<file path="src/rtl/testdrive_axi4_read_dma.sv">
// Read-only AXI4 master: splits an {address, beat-count} command into INCR
// read bursts (one outstanding, never crossing a 4KB page) and forwards the
// returned read data as a zero-latency ready/valid stream.
module testdrive_axi4_read_dma #(
  parameter int C_THREAD_ID_WIDTH = 1,
  parameter int C_ADDR_WIDTH      = 32,
  parameter int C_DATA_WIDTH      = 128,
  parameter int C_MAX_BURST       = 16,
  parameter int C_LEN_WIDTH       = 16,
  parameter logic [C_THREAD_ID_WIDTH-1:0] C_ID = '0
) (
  input  logic                         CLK,
  input  logic                         nRST,
  input  logic                         CMD_VALID,
  output logic                         CMD_READY,
  input  logic [C_ADDR_WIDTH-1:0]      CMD_ADDR,
  input  logic [C_LEN_WIDTH-1:0]       CMD_LEN,
  output logic                         BUSY,
  output logic                         DONE,
  output logic                         ERR,
  output logic [C_THREAD_ID_WIDTH-1:0] ARID,
  output logic [C_ADDR_WIDTH-1:0]      ARADDR,
  output logic [7:0]                   ARLEN,
  output logic [2:0]                   ARSIZE,
  output logic [1:0]                   ARBURST,
  output logic                         ARLOCK,
  output logic [3:0]                   ARCACHE,
  output logic [2:0]                   ARPROT,
  output logic                         ARVALID,
  input  logic                         ARREADY,
  input  logic [C_THREAD_ID_WIDTH-1:0] RID,
  input  logic [C_DATA_WIDTH-1:0]      RDATA,
  input  logic [1:0]                   RRESP,
  input  logic                         RLAST,
  input  logic                         RVALID,
  output logic                         RREADY,
  output logic [C_DATA_WIDTH-1:0]      DOUT_DATA,
  output logic                         DOUT_VALID,
  output logic                         DOUT_LAST,
  input  logic                         DOUT_READY
);

  localparam int SZ = $clog2(C_DATA_WIDTH / 8);
  localparam logic [C_ADDR_WIDTH-1:0] ALIGN_MASK = {C_ADDR_WIDTH{1'b1}} << SZ;

  typedef enum logic [1:0] {S_IDLE, S_ADDR, S_DATA, S_DONE} state_t;

  state_t                  state, state_nxt;
  logic [C_ADDR_WIDTH-1:0] addr_q;
  logic [C_LEN_WIDTH-1:0]  rem_q;
  logic [8:0]              beats_q;
  logic [8:0]              cnt_q;
  logic [7:0]              ar_len_q;
  logic                    err_q;
  logic                    err_hold_q;

  logic                    accept;
  logic                    beat;
  logic                    burst_end;
  logic [C_ADDR_WIDTH-1:0] cmd_addr_al;
  logic [C_ADDR_WIDTH-1:0] addr_nx;
  logic [C_LEN_WIDTH-1:0]  rem_nx;
  logic [8:0]              beats_cmd;
  logic [8:0]              beats_nx;

  // Burst size: limited by remaining beats, the max burst, and the room left
  // before the next 4KB page boundary (13-bit unsigned arithmetic).
  function automatic logic [8:0] calc_beats(input logic [11:0] a,
                                            input logic [C_LEN_WIDTH-1:0] rem);
    logic [12:0] room;
    logic [12:0] b;
    room = (13'd4096 - {1'b0, a}) >> SZ;
    b    = (room < 13'(C_MAX_BURST)) ? room : 13'(C_MAX_BURST);
    if (32'(rem) < 32'(b)) b = 13'(rem);
    return b[8:0];
  endfunction

  assign accept      = (state == S_IDLE) && CMD_VALID && nRST;
  assign beat        = (state == S_DATA) && RVALID && DOUT_READY;
  assign burst_end   = beat && (cnt_q == 9'd1);
  assign cmd_addr_al = CMD_ADDR & ALIGN_MASK;
  assign addr_nx     = addr_q + (C_ADDR_WIDTH'(beats_q) << SZ);
  assign rem_nx      = rem_q - C_LEN_WIDTH'(beats_q);
  assign beats_cmd   = calc_beats(cmd_addr_al[11:0], CMD_LEN);
  assign beats_nx    = calc_beats(addr_nx[11:0], rem_nx);

  // State register; reset abandons any command in flight.
  always_ff @(posedge CLK or negedge nRST) begin
    if (!nRST) state <= S_IDLE;
    else       state <= state_nxt;
  end

  // Next-state decode plus the handshake/stream outputs derived from state.
  always_comb begin
    state_nxt  = state;
    CMD_READY  = 1'b0;
    BUSY       = (state != S_IDLE);
    DONE       = (state == S_DONE);
    ERR        = (state == S_DONE) ? err_q : err_hold_q;
    ARVALID    = (state == S_ADDR);
    RREADY     = 1'b0;
    DOUT_VALID = 1'b0;
    DOUT_LAST  = 1'b0;
    DOUT_DATA  = RDATA;
    case (state)
      S_IDLE: begin
        CMD_READY = nRST;
        if (accept) state_nxt = (CMD_LEN == '0) ? S_DONE : S_ADDR;
      end
      S_ADDR: begin
        if (ARREADY) state_nxt = S_DATA;
      end
      S_DATA: begin
        RREADY     = DOUT_READY;
        DOUT_VALID = RVALID;
        DOUT_LAST  = RLAST && (32'(rem_q) == 32'(beats_q));
        if (burst_end) state_nxt = (rem_nx == '0) ? S_DONE : S_ADDR;
      end
      S_DONE: state_nxt = S_IDLE;
      default: state_nxt = S_IDLE;
    endcase
  end

  // Command bookkeeping: address/remaining, per-burst beat counter, error flag.
  always_ff @(posedge CLK or negedge nRST) begin
    if (!nRST) begin
      addr_q     <= '0;
      rem_q      <= '0;
      beats_q    <= '0;
      cnt_q      <= '0;
      ar_len_q   <= '0;
      err_q      <= 1'b0;
      err_hold_q <= 1'b0;
    end else begin
      case (state)
        S_IDLE: begin
          if (accept) begin
            addr_q   <= cmd_addr_al;
            rem_q    <= CMD_LEN;
            err_q    <= 1'b0;
            beats_q  <= beats_cmd;
            ar_len_q <= 8'(beats_cmd - 9'd1);
          end
        end
        S_ADDR: begin
          if (ARREADY) cnt_q <= beats_q;
        end
        S_DATA: begin
          if (beat) begin
            cnt_q <= cnt_q - 9'd1;
            err_q <= err_q | (RRESP != 2'b00) | (RID != C_ID) |
                     (RLAST != (cnt_q == 9'd1));
          end
          if (burst_end) begin
            addr_q   <= addr_nx;
            rem_q    <= rem_nx;
            beats_q  <= beats_nx;
            ar_len_q <= 8'(beats_nx - 9'd1);
          end
        end
        S_DONE: err_hold_q <= err_q;
        default: ;
      endcase
    end
  end

  assign ARID    = C_ID;
  assign ARADDR  = addr_q;
  assign ARLEN   = ar_len_q;
  assign ARSIZE  = 3'(SZ);
  assign ARBURST = 2'b01;
  assign ARLOCK  = 1'b0;
  assign ARCACHE = 4'd0;
  assign ARPROT  = 3'd0;

endmodule

</file>
<file path="config.mk">
export PLATFORM = sky130hd
export DESIGN_NAME = testdrive_axi4_read_dma
export DESIGN_NICKNAME = d
export VERILOG_FILES = /design/src/rtl/testdrive_axi4_read_dma.sv
export SDC_FILE = /design/constraint.sdc
export NUM_CORES = 1
export LEC_CHECK = 0
export CAP_MARGIN = 20
export CORE_AREA = 2 2 145 147
export CTS_BUF_LIST = sky130_fd_sc_hd__clkbuf_4 sky130_fd_sc_hd__clkbuf_8
export DETAILED_ROUTE_END_ITERATION = 10
export DIE_AREA = 0 0 147 149
export HOLD_SLACK_MARGIN = 0.06
export PLACE_DENSITY = 0.82
export SYNTH_ARGS = -nofsm -noshare
export SYNTH_HDL_FRONTEND = slang
export SYNTH_SLANG_ARGS = --single-unit
</file>
<file path="constraint.sdc">
create_clock -name CLK -period 14.1 [get_ports CLK]
set_input_delay 2.115 -clock CLK [delete_from_list [all_inputs] [get_ports CLK]]
set_output_delay 2.115 -clock CLK [all_outputs]
set_load 0.01 [all_outputs]
</file>
==> metrics.txt <==
FF/Latch Area 0.001852 mm²; Clock power frac 9.9%; I/O pin total 376; Max-cap violations 0; CTS Buf Count 9; period utilization 45.63%; Seq/Total Area, Yosys 26.63%; final WL 19.42 mm; Mean Syn Cell Area 8.029 µm²; wire length on met1 7.849 mm; mux cell area share after synthesis 2.429%; Slew HR 20.39%; Clk pin slew, worst setup/hold paths 0.08 ns; area of the die 0.02190 mm²; clk_lat worst skew 0.36 ns; clock buffer depth 2; ratio of total power to cell area 240.6 mW/mm²; vias in the first global route 5768; Hold Violations, Final 0; Synth Area in Compound Gates 22.21%; Congestion Overflow GR 0; Mapped Area 0.006953 mm²; Tightest Pin Transition 1.194 ns; sw frac 50.26%; IO buf count 97; clk sinks 74; Worst EP required 14.39 ns; Fin Setup TNS 0 ns; yosys warns 0; TritonCTS clock tree yes; Lkg Pwr 3.033 nW; largest family of logic cells by synthesized area compound AO/OA/AOI/OAI gates; Primary FF master, synth dfrtp_1; largest net degree at the start of global routing 47; setup violators final 0; Core Box Area 0.02056 mm²; DP HPWL 14.77 mm; Cell Rows 53; critical path peak fanout 6; Flop pwr share 23.8%; unrepaired setup endpoints after global routing no; Startpoint Class input port; simple-gate portion of the synthesized area 18.64%; Syn-to-layout area delta 5.543%; WL/cell 17.61 µm; first-pass GRT wire length 30.57 mm; crit path time final 6.434 ns; area occupied by multi-input gates 0.003824 mm²; utilization after layout 35.70%; Die Y 149 µm; Max VDD drop 0.1191 mV; count of different cell masters after synthesis 75; xor/xnor share of the synthesized area 2.393%; post-synthesis cell count 866; total number of vias 6055; Iter 0 DRT Violations 461; critical path class input port to register; number of setup buffers added after CTS 0; Fmax 155.4 MHz; gp weighted congestion 0.9362; switching power 887.4 µW; number of synthesized register bits 74; # diodes 0; number of synthesized flops with an enable pin 0; GRT Util Overall 17.47%; First-pass DRT Iterations 5; Top Layer Used met4; initial antenna violation count 0; internal power 878.1 µW; Clock Skew 0.006362 ns; fillers 2155; Arrival @ worst endpoint 6.72 ns; Via density 5.490; Post-DRT Antenna Nets 0; Slew Viols, Final 0; Comb pwr share 66.4%; Synth Area in Adders 7.774%; Post-CTS Resized 0; layout cell share with drive strength beyond 1 6.280%; Post-synth ARST share 100.0%; Root Driver clkbuf_8; Final nets 1052; status finished clean; met2 wire len 9.378 mm; Critical Path End Type register; met3 wire length 1.397 mm; Hold/Removal Path Class register to register; DRC 0; cts hold-fix bufs 0; Starting Density 33.82%; htree depth 3; die width 147 µm
==> stage by stage <==
stage	power, mW	instances	hold WS (ns)	setup slack (ns)	instance area (µm²)
final	1.766	1103	0.4811	7.666	7338
after global routing	1.914	1103	0.5158	7.318	7338
after detailed placement	1.570	1088	0.4751	7.429	7146
after global placement	1.538	1088	0.4645	7.534	7146
after floorplan	1.261	890	0.4444	8.664	7043
after CTS	1.751	1103	0.4929	7.739	7338
==> sequential cells by signal, summed over array words and instances, names as in the netlist <==
name,cells
beats_q,9
cnt_q,9
err_q,1
ARLEN,8
ARADDR,28
state,2
rem_q,16
err_hold_q,1
==> path summary, 6_finish.rpt <==
| path | start | to | slack, ns | depth (start not counted) |
|---|---|---|---|---|
| worst max register to register | beats_q[0] | ARLEN[4] | 7.74 | 22 |
| max in group asynchronous | nRST | ARADDR[6] | 11.44 | 2 |
| worst min-delay path | ARLEN[1] | ARLEN[1] | 0.48 | 2 |
| worst max-delay path | CMD_ADDR[4] | ARLEN[4] | 7.67 | 21 |
| min in group asynchronous | nRST | ARLEN[4] | 1.68 | 1 |
| worst min register to register | ARLEN[1] | ARLEN[1] | 0.48 | 2 |
==> synthesized netlist by cell type, types with 8 or more instances <==
cell	instances	area [µm²]
a31oi_1	15	93.84
mux2i_1	12	120.1
a211oi_1	9	67.56
o21ai_0	53	265.3
o22ai_1	14	87.58
o21a_1	8	60.06
dfrtp_1	74	1852
nand3_1	24	120.1
nand2_1	79	296.5
xor2_1	8	70.07
buf_4	147	1104
or2_2	9	56.30
clkbuf_1	28	105.1
a21o_1	12	90.09
and3_1	8	50.05
nor4_1	8	50.05
xnor2_1	11	96.34
nor2_1	74	277.8
a21oi_1	66	330.3
inv_1	30	112.6
ha_1	40	500.5
nand4_1	10	62.56
nor3_1	12	60.06
==> power groups by stage <==
stage | logic [mW] | clock network [mW] | registers (mW)
final | 1.17 | 0.174 | 0.419
after floorplan | 0.857 | 0 | 0.404
after global placement | 1.12 | 0 | 0.417
after detailed placement | 1.15 | 0 | 0.421
after CTS | 1.16 | 0.176 | 0.419
after global routing | 1.30 | 0.184 | 0.433
==> worst max-delay path, cell delays in order <==
cell	delay, ns
clkdlybuf4s50_1	0.49
inv_1	0.13
ha_1	0.19
nor3b_1	0.25
mux2i_1	0.17
nor2_1	0.39
nand2_1	0.16
ha_1	0.32
o21a_1	0.19
o2111ai_1	0.23
nand4_1	0.26
o211ai_1	0.27
a21oi_1	0.09
a31oi_1	0.18
o311a_1	0.26
ha_1	0.16
inv_1	0.06
a311oi_1	0.33
o211ai_1	0.16
xor2_1	0.16
o21ai_0	0.15
==> final cells by class <==
| type | count | share of cell area [%] |
|---|---|---|
| multi-input cells | 606 | 52.11 |
| flip-flops and latches | 74 | 25.23 |
| repair buffers | 103 | 13.81 |
| well taps | 275 | 4.689 |
| clock buffers | 12 | 2.080 |
| inverters | 30 | 1.535 |
| clock inverters | 3 | 0.5456 |
==> cells by family after synthesis <==
| group | after synthesis |
|---|---|
| AO/OA/AOI/OAI | 237 |
| XOR/XNOR | 19 |
| adder cells (fa/ha/maj) | 42 |
| buffers and inverters | 210 |
| flip-flops | 74 |
| multiplexers | 16 |
| other | 2 |
| AND/OR/NAND/NOR | 266 |
==> cells in the final DEF (no fill, tap or decap), types with 8 or more instances in the layout <==
| cell type | count |
|---|---|
| clkdlybuf4s50_1 | 96 |
| a21o_1 | 12 |
| o21a_1 | 8 |
| mux2i_1 | 12 |
| o21ai_0 | 53 |
| nor4_1 | 8 |
| clkbuf_8 | 10 |
| a21oi_1 | 66 |
| inv_1 | 30 |
| xor2_1 | 8 |
| nor2_1 | 72 |
| nand3_1 | 24 |
| nor3_1 | 12 |
| and3_1 | 8 |
| a31oi_1 | 15 |
| dfrtp_1 | 74 |
| conb_1 | 26 |
| nand4_1 | 10 |
| a211oi_1 | 9 |
| o22ai_1 | 14 |
| xnor2_1 | 11 |
| ha_1 | 40 |
| nand2_1 | 79 |
| or2_2 | 9 |
==> routing by layer <==
metal	vias up	track usage [%]
met2	294	30.05
met1	2846	20.86
met4	0	8.702
met5	-	0
met3	75	3.547
li1	2840	-
No activity file was read; power rests on OpenSTA's default activity.
